`src/rtl/dct_pkg.sv`:
```
// dct_pkg: shared constants and types for the 8x8 2D DCT sequencer.
// Contents: block dimension, sequencer state encoding, row/column index type.
// Imported by dct_transpose_buf and dct_2d_seq.
package dct_pkg;

  localparam int DCT_N = 8;

  typedef enum logic [1:0] {
    LOAD = 2'd0,
    ROW  = 2'd1,
    COL  = 2'd2,
    OUT  = 2'd3
  } state_t;

  typedef logic [2:0] idx_t;

endpackage

```
`src/rtl/dct_transpose_buf.sv`:
```
// dct_transpose_buf: 8x8 array of DATA_WIDTH words with one row write port
// and one combinational read port that returns either a row or a column.
// Ports: clk; we/waddr/wdata row write; addr/col_sel/rdata read
//   (col_sel=0: rdata = row addr; col_sel=1: rdata word r = row r word addr).
module dct_transpose_buf
  import dct_pkg::*;
#(
  parameter int DATA_WIDTH = 32
) (
  input  logic                          clk,
  input  logic                          we,
  input  logic [2:0]                    waddr,
  input  logic [DATA_WIDTH*DCT_N-1:0]   wdata,
  input  logic [2:0]                    addr,
  input  logic                          col_sel,
  output logic [DATA_WIDTH*DCT_N-1:0]   rdata
);

  logic [DATA_WIDTH*DCT_N-1:0] mem [DCT_N];

  // Contents are don't-care after reset, so the array carries no reset.
  always_ff @(posedge clk) begin
    if (we) begin
      mem[waddr] <= wdata;
    end
  end

  always_comb begin
    rdata = mem[addr];
    if (col_sel) begin
      for (int r = 0; r < DCT_N; r++) begin
        rdata[r*DATA_WIDTH +: DATA_WIDTH] = mem[r][int'(addr)*DATA_WIDTH +: DATA_WIDTH];
      end
    end
  end

endmodule

```
`src/rtl/dct_2d_seq.sv`:
```
// dct_2d_seq: sequences an 8x8 2D DCT over one external 1D unit
// (load 8 rows, 8 row passes, 8 column passes, stream 8 output rows).
// Ports: clk, reset (async, active-high); in_valid/in_ready/in_data input rows;
//   dct_data_in/dct_data_out to/from the 1D unit; out_valid/out_ready/
//   out_data/out_last output rows; busy = not in LOAD.
// Optional macro DCT_SEQ_PERF_EN adds blk_cycles[31:0] and blk_count[15:0].
module dct_2d_seq
  import dct_pkg::*;
#(
  parameter int DATA_WIDTH  = 32,
  parameter int DCT_LATENCY = 4
) (
  input  logic                    clk,
  input  logic                    reset,
  input  logic                    in_valid,
  output logic                    in_ready,
  input  logic [DATA_WIDTH*8-1:0] in_data,
  output logic [DATA_WIDTH*8-1:0] dct_data_in,
  input  logic [DATA_WIDTH*8-1:0] dct_data_out,
  output logic                    out_valid,
  input  logic                    out_ready,
  output logic [DATA_WIDTH*8-1:0] out_data,
  output logic                    out_last,
  output logic                    busy
`ifdef DCT_SEQ_PERF_EN
  ,
  output logic [31:0]             blk_cycles,
  output logic [15:0]             blk_count
`endif
);

  // One pass issues 8 vectors and waits DCT_LATENCY more cycles for results.
  localparam int N  = DCT_N + DCT_LATENCY;
  localparam int KW = $clog2(N) + 1;

  state_t          state, state_nxt;
  idx_t            rcnt, ocnt;
  logic [KW-1:0]   kcnt;
  logic            in_hs, out_hs;
  logic            issue, cap, kend;
  idx_t            cap_idx;
  logic [N-2:0]    iss_sr;
  logic [N-1:0]    iss_hist;

  logic                    a_we, b_we;
  idx_t                    a_waddr;
  logic [DATA_WIDTH*8-1:0] a_wdata, a_rdata;

  assign in_hs  = in_valid && in_ready;
  assign out_hs = out_valid && out_ready;

  // A vector goes to the 1D unit in the first 8 cycles of a pass.
  assign issue = ((state == ROW) || (state == COL)) && (kcnt < KW'(DCT_N));

  // iss_hist[i] = "a vector was issued i cycles ago". Its result is on
  // dct_data_out when i == DCT_LATENCY. The history is cleared at each pass
  // end, so the oldest tap fires only on the last cycle of a pass.
  assign iss_hist = {iss_sr, issue};
  assign cap      = iss_hist[DCT_LATENCY];
  assign kend     = iss_hist[N-1];
  assign cap_idx  = idx_t'(kcnt - KW'(DCT_LATENCY));

  // ---------------- state register ----------------
  always_ff @(posedge clk or posedge reset) begin
    if (reset) begin
      state <= LOAD;
    end else begin
      state <= state_nxt;
    end
  end

  // ---------------- next-state logic ----------------
  always_comb begin
    state_nxt = state;
    case (state)
      LOAD:    if (in_hs && (rcnt == idx_t'(DCT_N - 1))) state_nxt = ROW;
      ROW:     if (kend) state_nxt = COL;
      COL:     if (kend) state_nxt = OUT;
      OUT:     if (out_hs && (ocnt == idx_t'(DCT_N - 1))) state_nxt = LOAD;
      default: state_nxt = LOAD;
    endcase
  end

  // ---------------- outputs ----------------
  always_comb begin
    in_ready    = (state == LOAD) && !reset;
    out_valid   = (state == OUT);
    out_last    = (state == OUT) && (ocnt == idx_t'(DCT_N - 1));
    busy        = (state != LOAD);
    dct_data_in = '0;
    if (issue) begin
      dct_data_in = a_rdata;
    end
  end

  // ---------------- counters and issue history ----------------
  always_ff @(posedge clk or posedge reset) begin
    if (reset) begin
      rcnt   <= '0;
      ocnt   <= '0;
      kcnt   <= '0;
      iss_sr <= '0;
    end else begin
      if ((state == LOAD) && in_hs) begin
        rcnt <= rcnt + 1'b1;
      end
      if (out_hs) begin
        ocnt <= ocnt + 1'b1;
      end
      if (((state == ROW) || (state == COL)) && !kend) begin
        kcnt <= kcnt + 1'b1;
      end else begin
        kcnt <= '0;
      end
      if (kend) begin
        iss_sr <= '0;
      end else begin
        iss_sr <= iss_hist[N-2:0];
      end
    end
  end

  // ---------------- buffers ----------------
  // Buffer A holds the input block and is then overwritten by row-pass
  // results: row r is read at cycle r and rewritten at cycle r+DCT_LATENCY,
  // so it is never clobbered before it is issued. The column pass needs a
  // separate buffer because it reads every row while writing result rows.
  assign a_we    = ((state == LOAD) && in_hs) || ((state == ROW) && cap);
  assign a_waddr = (state == LOAD) ? rcnt : cap_idx;
  assign a_wdata = (state == LOAD) ? in_data : dct_data_out;
  assign b_we    = (state == COL) && cap;

  dct_transpose_buf #(.DATA_WIDTH(DATA_WIDTH)) u_buf_a (
    .clk     (clk),
    .we      (a_we),
    .waddr   (a_waddr),
    .wdata   (a_wdata),
    .addr    (kcnt[2:0]),
    .col_sel (state == COL),
    .rdata   (a_rdata)
  );

  // Row c of buffer B holds column c's result; reading column ocnt undoes
  // that transpose, and holding ocnt keeps out_data stable under stall.
  dct_transpose_buf #(.DATA_WIDTH(DATA_WIDTH)) u_buf_b (
    .clk     (clk),
    .we      (b_we),
    .waddr   (cap_idx),
    .wdata   (dct_data_out),
    .addr    (ocnt),
    .col_sel (1'b1),
    .rdata   (out_data)
  );

`ifdef DCT_SEQ_PERF_EN
  // run_cnt equals the number of edges since the block's first input
  // handshake; it is latched on the final output handshake.
  logic [31:0] run_cnt;

  always_ff @(posedge clk or posedge reset) begin
    if (reset) begin
      run_cnt    <= '0;
      blk_cycles <= '0;
      blk_count  <= '0;
    end else begin
      if ((state == LOAD) && in_hs && (rcnt == '0)) begin
        run_cnt <= 32'd1;
      end else if ((state != LOAD) || (rcnt != '0)) begin
        run_cnt <= run_cnt + 32'd1;
      end
      if (out_hs && (ocnt == idx_t'(DCT_N - 1))) begin
        blk_cycles <= run_cnt;
        blk_count  <= blk_count + 16'd1;
      end
    end
  end
`endif

endmodule

```
`config.mk`:
```
export PLATFORM = sky130hd
export DESIGN_NAME = dct_2d_seq
export DESIGN_NICKNAME = d
export VERILOG_FILES = /design/src/rtl/dct_pkg.sv /design/src/rtl/dct_transpose_buf.sv /design/src/rtl/dct_2d_seq.sv
export SDC_FILE = /design/constraint.sdc
export NUM_CORES = 2
export LEC_CHECK = 0
export BUFFER_PORTS_ARGS = -buffer_cell sky130_fd_sc_hd__buf_2
export CAP_MARGIN = 25
export CORE_MARGIN = 10
export CORE_UTILIZATION = 25
export CTS_CLUSTER_DIAMETER = 60
export DETAILED_ROUTE_END_ITERATION = 16
export PLACE_DENSITY = 0.41
export SLEW_MARGIN = 20
export SYNTH_ARGS = -nofsm -noshare
export SYNTH_HDL_FRONTEND = slang
export SYNTH_SLANG_ARGS = --single-unit
```
`constraint.sdc`:
```
create_clock -name clk -period 20.7 [get_ports clk]
set_input_delay 4.14 -clock clk [delete_from_list [all_inputs] [get_ports clk]]
set_output_delay 4.14 -clock clk [all_outputs]
set_load 0.02 [all_outputs]
```
Word-level counts from Yosys, hierarchy flattened

Memory sizes are Yosys's and may differ from the RTL's.
Index checks and enable logic that the tools add are counted.

Shift operators: 16
$lt $le $gt $ge: 1
Equality and inequality tests: 9
Add/subtract/negate cells: 4
Mux-type cells: 15
Reduce and logical (&&, ||, !) cells: 18

Operators by type and width:

| operator              | count |
|---|---|
| $shiftx A256 B9 Y32   | 16 |
| $mux W256             | 3 |
| $logic_and A1 B1 Y1   | 11 |
| $mux W11              | 1 |
| $mux W2               | 4 |
| $pmux W2 S4           | 1 |
| $add A3 B1 Y3 const B | 2 |
| $eq A3 B3 Y1 const B  | 2 |
| $ne A2 B2 Y1 const B  | 3 |
| $add A5 B1 Y5 const B | 1 |
| $lt A5 B4 Y1 const B  | 1 |
| $mux W5               | 1 |
| $eq A2 B2 Y1 const B  | 2 |
| $mux W1               | 4 |
| $reduce_and A4 Y1     | 1 |
| $mux W3               | 1 |
| $sub A3 B3 Y3 const B | 1 |
| $eq A2 B1 Y1 const B  | 1 |
| $logic_not A1 Y1      | 2 |
| $logic_not A2 Y1      | 1 |
| $logic_or A1 B1 Y1    | 2 |
| $ne A2 B1 Y1 const B  | 1 |
| $reduce_bool A2 Y1    | 1 |

Register bits after elaboration: 24
Logic and storage cells: 70
Input port bits: 516
Memories kept: 2
Bits in writable memories: 4096
Output and inout port bits: 516

Memory list:

| name        | words | bits a word | read ports | clocked after memory_dff | wr ports | RTL line                | text |
|---|---|---|---|---|---|---|---|
| u_buf_a.mem | 8     | 256         | 9          | 0                        | 1        | dct_transpose_buf.sv:19 | `logic [DATA_WIDTH*DCT_N-1:0] mem [DCT_N];` |
| u_buf_b.mem | 8     | 256         | 8          | 0                        | 1        | dct_transpose_buf.sv:19 |  |

Logic depth before layout (Yosys ltp)

Depth after elaboration: 7
Mapped depth: 10
Gate-level depth less buffers: 7

Modules after synthesis

A second synthesis with hierarchy kept.

Cell total of the unflattened synthesis: 8412
Area total of the unflattened synthesis: 190024.7 µm²

Modules (own cells, without submodules):

| module            | seq. area each (µm²) | instances | cells an instance | area each (µm²) |
|---|---|---|---|---|
| dct_transpose_buf | 61499.0              | 2         | 3878              | 92023.3 |
| dct_2d_seq        | 600.6                | 1         | 656               | 5978.2 |

Worst setup path before layout

Ideal clock, no wire load.

Path kind: reg2reg
Start: register state[0]
End: memory u_buf_b.mem[0][0] (netlist name) (enable)
Arrival time: 18948 ps
Stages on the path, launching flop included: 9
Slack: 566 ps
Library setup time: 1186 ps
Path buffers: 4
Cells stage by stage: dfrtp_1 > inv_1 > ha_1 > buf_2 > buf_2 > clkbuf_1 > buf_1 > nand2_1 > nor3_1

Word-level cells in the longest chain between the ends: 4

Ends and longest elaborated chain:

| what                          | RTL line                | text |
|---|---|---|
| start: declaration            | dct_2d_seq.sv:36        | `state_t state, state_nxt;` |
| start signal: assignment      | dct_2d_seq.sv:68        | `state <= state_nxt;` |
| $eq A2 B2 Y1                  | dct_2d_seq.sv:131       | `assign b_we = (state == COL) && cap;` |
| $logic_and A1 B1 Y1           | dct_2d_seq.sv:131       |  |
| $mux W1                       | dct_transpose_buf.sv:23 | `if (we) begin` |
| $mux W1 (implied by the code) | dct_transpose_buf.sv:24 | `mem[waddr] <= wdata;` |
| end: declaration              | dct_transpose_buf.sv:19 |  |

No other way between the ends.

Worst setup path in the final report

Start: register kcnt[2]
End: output port dct_data_in[201]

Word-level cells in the longest chain between the ends: 3

Ends and longest elaborated chain:

| what                                                    | RTL line                                  | text |
|---|---|---|
| start: declaration                                      | dct_2d_seq.sv:38                          | `logic [KW-1:0] kcnt;` |
| start signal: assignment                                | dct_2d_seq.sv:111                         | `kcnt <= kcnt + 1'b1;` |
| $shiftx A256 B9 Y32 (tied with other cells)             | dct_transpose_buf.sv:32                   | `rdata[r*DATA_WIDTH +: DATA_WIDTH] = mem[r][int'(addr)*DATA_WIDTH +: DATA_WIDTH];` |
| $mux W256 / $logic_and A1 B1 Y1 (equally long branches) | dct_transpose_buf.sv:30, dct_2d_seq.sv:53 |  |
| $mux W256 *                                             | dct_2d_seq.sv:91                          | `if (issue) begin` |
| end: declaration                                        | dct_2d_seq.sv:18                          | `output logic [DATA_WIDTH*8-1:0] dct_data_in,` |

Mark *: on every way between the ends. The rest lies on a longest branch, timed or not.

==> impl_results.md <==
* Rows at 309
* Starting Density at 25.06%
* Worst Setup Start Kind: flip-flop
* Leakage power at between 0.06 and 0.07 uW
* Final nets at between 10000 and 15000
* Flip-flop and latch area at 123600 sq um
* Max cap viols at 0
* Synth cell types at 61
* Post-route DRC violation count at 0
* WL/cell at between 30 and 40 um
* Synth Area in Compound Gates at under 10%
* RSZ-0062 raised after global routing: no
* Num CTS Buffers at 459
* Hold Crit Class: flip-flop to flip-flop
* Cells resized by post-CTS repair at 0
* Peak Freq at roughly 90 MHz
* Final slew viol count at 0
* Die height at ~860 um
* Critical path's top delay family: buffers and inverters
* Setup_tns at 0 ps
* Power per cell area at around 150 nW/um^2
* WS Path Type: flip-flop to primary output
* CTS H-tree depth at 5
* Clk slew on worst S/H paths at 60 ps
* Critical-path top delay cell: dfrtp_4
* CORE AREA at 707900 sq um
* I/O pins at approximately 1000
* Register area share after synthesis at roughly 70%
* Worst EP arrival at about 7000 ps
* Slowest stage delay, CP at 810 ps
* Largest family of logic cells by synthesized area: multiplexers
* Post-synthesis mux area share at 17.78%
* Final Skew at ~53 ps
* Syn nets at around 11000
* Via count at around 110k
* Critical Path Stages at 11
* Number of routed nets with antenna violations at 0
* Final number of setup-violating endpoints at 0
* GRT Util Overall at about a fifth
* Clock latency on the worst-skew pair at roughly 1000 ps
* Post-Route Utilization at ~30%
* Crit path time final at between 10000 and 15000 ps
* Final WL at 784.1 mm
* # port buffers at between 1000 and 1500
* Tcrit/Tclk final at 53.60%
* CTS max path bufs at 4
* Fraction of the mapped netlist area in adder cells at 0.07052%
* Min-Delay Path Depth at 1
* Initial antenna violation count at roughly 310
* Crit-path max FO at ~120
* Post-Synth XOR/XNOR Area at 0.02468%
* Synth Warn # at 0
* Filler instances at 70170
* Post-route cell area at between 200000 and 250000 sq um
* Layout area overhead at 17.88%
* Avg Vias per Cell at approximately 5.2
* Worst Max-Slew Pin Slew at around 1300 ps
* EDFF count, synth at about 4100
* Multi-input gate area in the final layout at approximately 50000 sq um
* Gr ovfl total at 0
* Slew HR at a little over an eighth
* Ys async rst share at less than 1%
* Post-Syn Area per Cell at roughly 17 sq um
* Placed Area at 193300 sq um
* Hold_buf cts at 0
* Number of cells on the worst reg-to-reg path at 12
* Seq cells post-synth at between 4000 and 5000
* CTS root buffer: clkbuf_16
* Pwr Total at 31880 uW
* Status: finished, final reports clean
* Die X at around 860 um
* Crit path capture type: primary output
* Clock sink count at slightly above 4000
* Vias in the first global route at 110500
* Drt pass-1 iters at 7
* DR iter-0 viols at 12830
* Setup slack after layout at approximately 9600 ps
* Synth Area in Simple Gates at 2.566%
* Final hold violation count at 0
* Die area at around 740000 sq um
* Setup Slack @ Placement at 10860 ps
* VDD IR max at 0.0001027 V
* First-pass GRT wire length at 1033 mm
* CP required at roughly 17000 ps
* Layout cells sized above 1 at between 30% and 40%
* Gpl congestion at roughly 0.84
* Worst path most repeated cell: buf_4
* Critical Path, Cell by Cell: buf_4, buf_4, buf_4, buf_4, buf_12, mux4_2, nor2_1, nor2_1, a211oi_1, a211oi_1, buf_2
* Cells after synthesis at about 10000
* Mapped Area at between 150000 and 200000 sq um
* Largest net degree at the start of global routing at approximately 140
* Most used DFF post-synth: edfxtp_1
* Crit path buffers/inverters at 6
* Post-CTS repair timing setup buffer count at 0
* Hpwl dp at 536.2 mm
* CTS tree: yes
-- routing by layer --
| metal | vias up | track usage (%) | wire (um) |
|---|---|---|---|
| met5 | - | 0 | 280 |
| met4 | 44 | 6.176 | 27200 |
| met3 | 1119 | 5.254 | 70840 |
| met2 | 5648 | 30.15 | 339900 |
| met1 | 59810 | 28.42 | 345900 |
| li1 | 44310 | - | - |
-- state kept, by name (all words and copies together) (netlist names) --
| register | flops |
|---|---|
| rcnt | 3 |
| u_buf_b.mem | 2048 |
| u_buf_a.mem | 2048 |
| iss_sr | 11 |
| kcnt | 5 |
| ocnt | 3 |
| state | 2 |
-- final timing paths --
check                                from                  to  slack, ps
worst min-delay path            iss_sr[6]           iss_sr[7]        460
min in group asynchronous           reset             ocnt[0]       3230
worst min register to register  iss_sr[6]           iss_sr[7]        460
max in group asynchronous           reset             kcnt[0]      17080
worst max register to register    kcnt[2]  u_buf_b.mem[0][76]      12540
worst max-delay path              kcnt[2]    dct_data_in[201]       9610
-- placed cells by master, fill, tap and decap left out, types with 263 or more instances in the layout --
cell / count
a21oi_1: 503
buf_2: 1031
clkbuf_16: 464
edfxtp_1: 4096
mux2_2: 910
mux2i_1: 737
mux4_2: 618
nand2_1: 263
nor3_1: 265
o21ai_0: 406
-- worst reg2reg max path, cell delays in order (launching register included) --
cell,delay [ps]
dfrtp_4,810
buf_4,750
buf_4,700
nand2b_4,320
buf_4,440
buf_4,500
nor3_2,290
buf_4,420
buf_4,770
buf_4,850
buf_4,860
buf_4,730
buf_12,350
-- area by class of cell --
cell class              count  share of cell area [%]
diodes                    109                  0.1304
clock buffers             528                   5.705
repair buffers           1300                   3.621
well taps                9485                   5.674
multi-input cells        5313                   24.05
inverters                  11                 0.02931
clock inverters           322                   1.686
flip-flops and latches   4120                   59.11
-- power by group --
group          total [uW]  switching, uW  leakage, uW  internal [uW]
logic               12900           9070       0.0212           3820
clock network        8480           3610      0.00745           4870
registers           10500            312       0.0372          10200
total               31900          13000       0.0658          18900
-- synth_stat cells, drive strengths merged, types with 2 or more instances --
cell type	number	share of area, %
a2111oi	11	0.063
a211o	6	0.030
a211oi	115	0.51
a21oi	503	1.4
a221o	124	0.70
a221oi	206	1.0
a22o	43	0.21
a22oi	253	1.1
a2bb2oi	10	0.049
a311oi	12	0.059
a31oi	12	0.042
a32oi	16	0.079
and2	16	0.056
and3	30	0.11
buf	421	1.4
clkbuf	394	0.83
dfrtp	24	0.34
edfxtp	4096	69
ha	10	0.071
inv	10	0.021
mux2	910	5.8
mux2i	737	4.2
mux4	618	7.8
nand2	268	0.57
nand2b	14	0.049
nand3	88	0.25
nor2	246	0.53
nor2b	37	0.13
nor3	296	0.83
nor3b	3	0.016
o2111ai	17	0.084
o211a	5	0.028
o211ai	57	0.24
o21ai	412	1.2
o221a	12	0.076
o221ai	8	0.039
o22ai	202	0.71
o2bb2ai	3	0.015
or2	3	0.011
or3	2	0.0071
xnor2	4	0.020
-- kinds of logic after synthesis --
logic type               count (synthesis)
AO/OA/AOI/OAI                         2028
adder cells (fa/ha/maj)                 10
AND/OR/NAND/NOR                       1005
flip-flops                            4120
multiplexers                          2265
XOR/XNOR                                 5
buffers and inverters                  826
-- stage by stage --
stage                     instances  hold slack [ps]
after floorplan               10260            436.0
after global placement        20220            442.0
after CTS                     21070            466.3
after detailed placement      20220            454.3
final                         21190            464.4
after global routing          21120            484.3
Power figures use the tool's default switching activity.
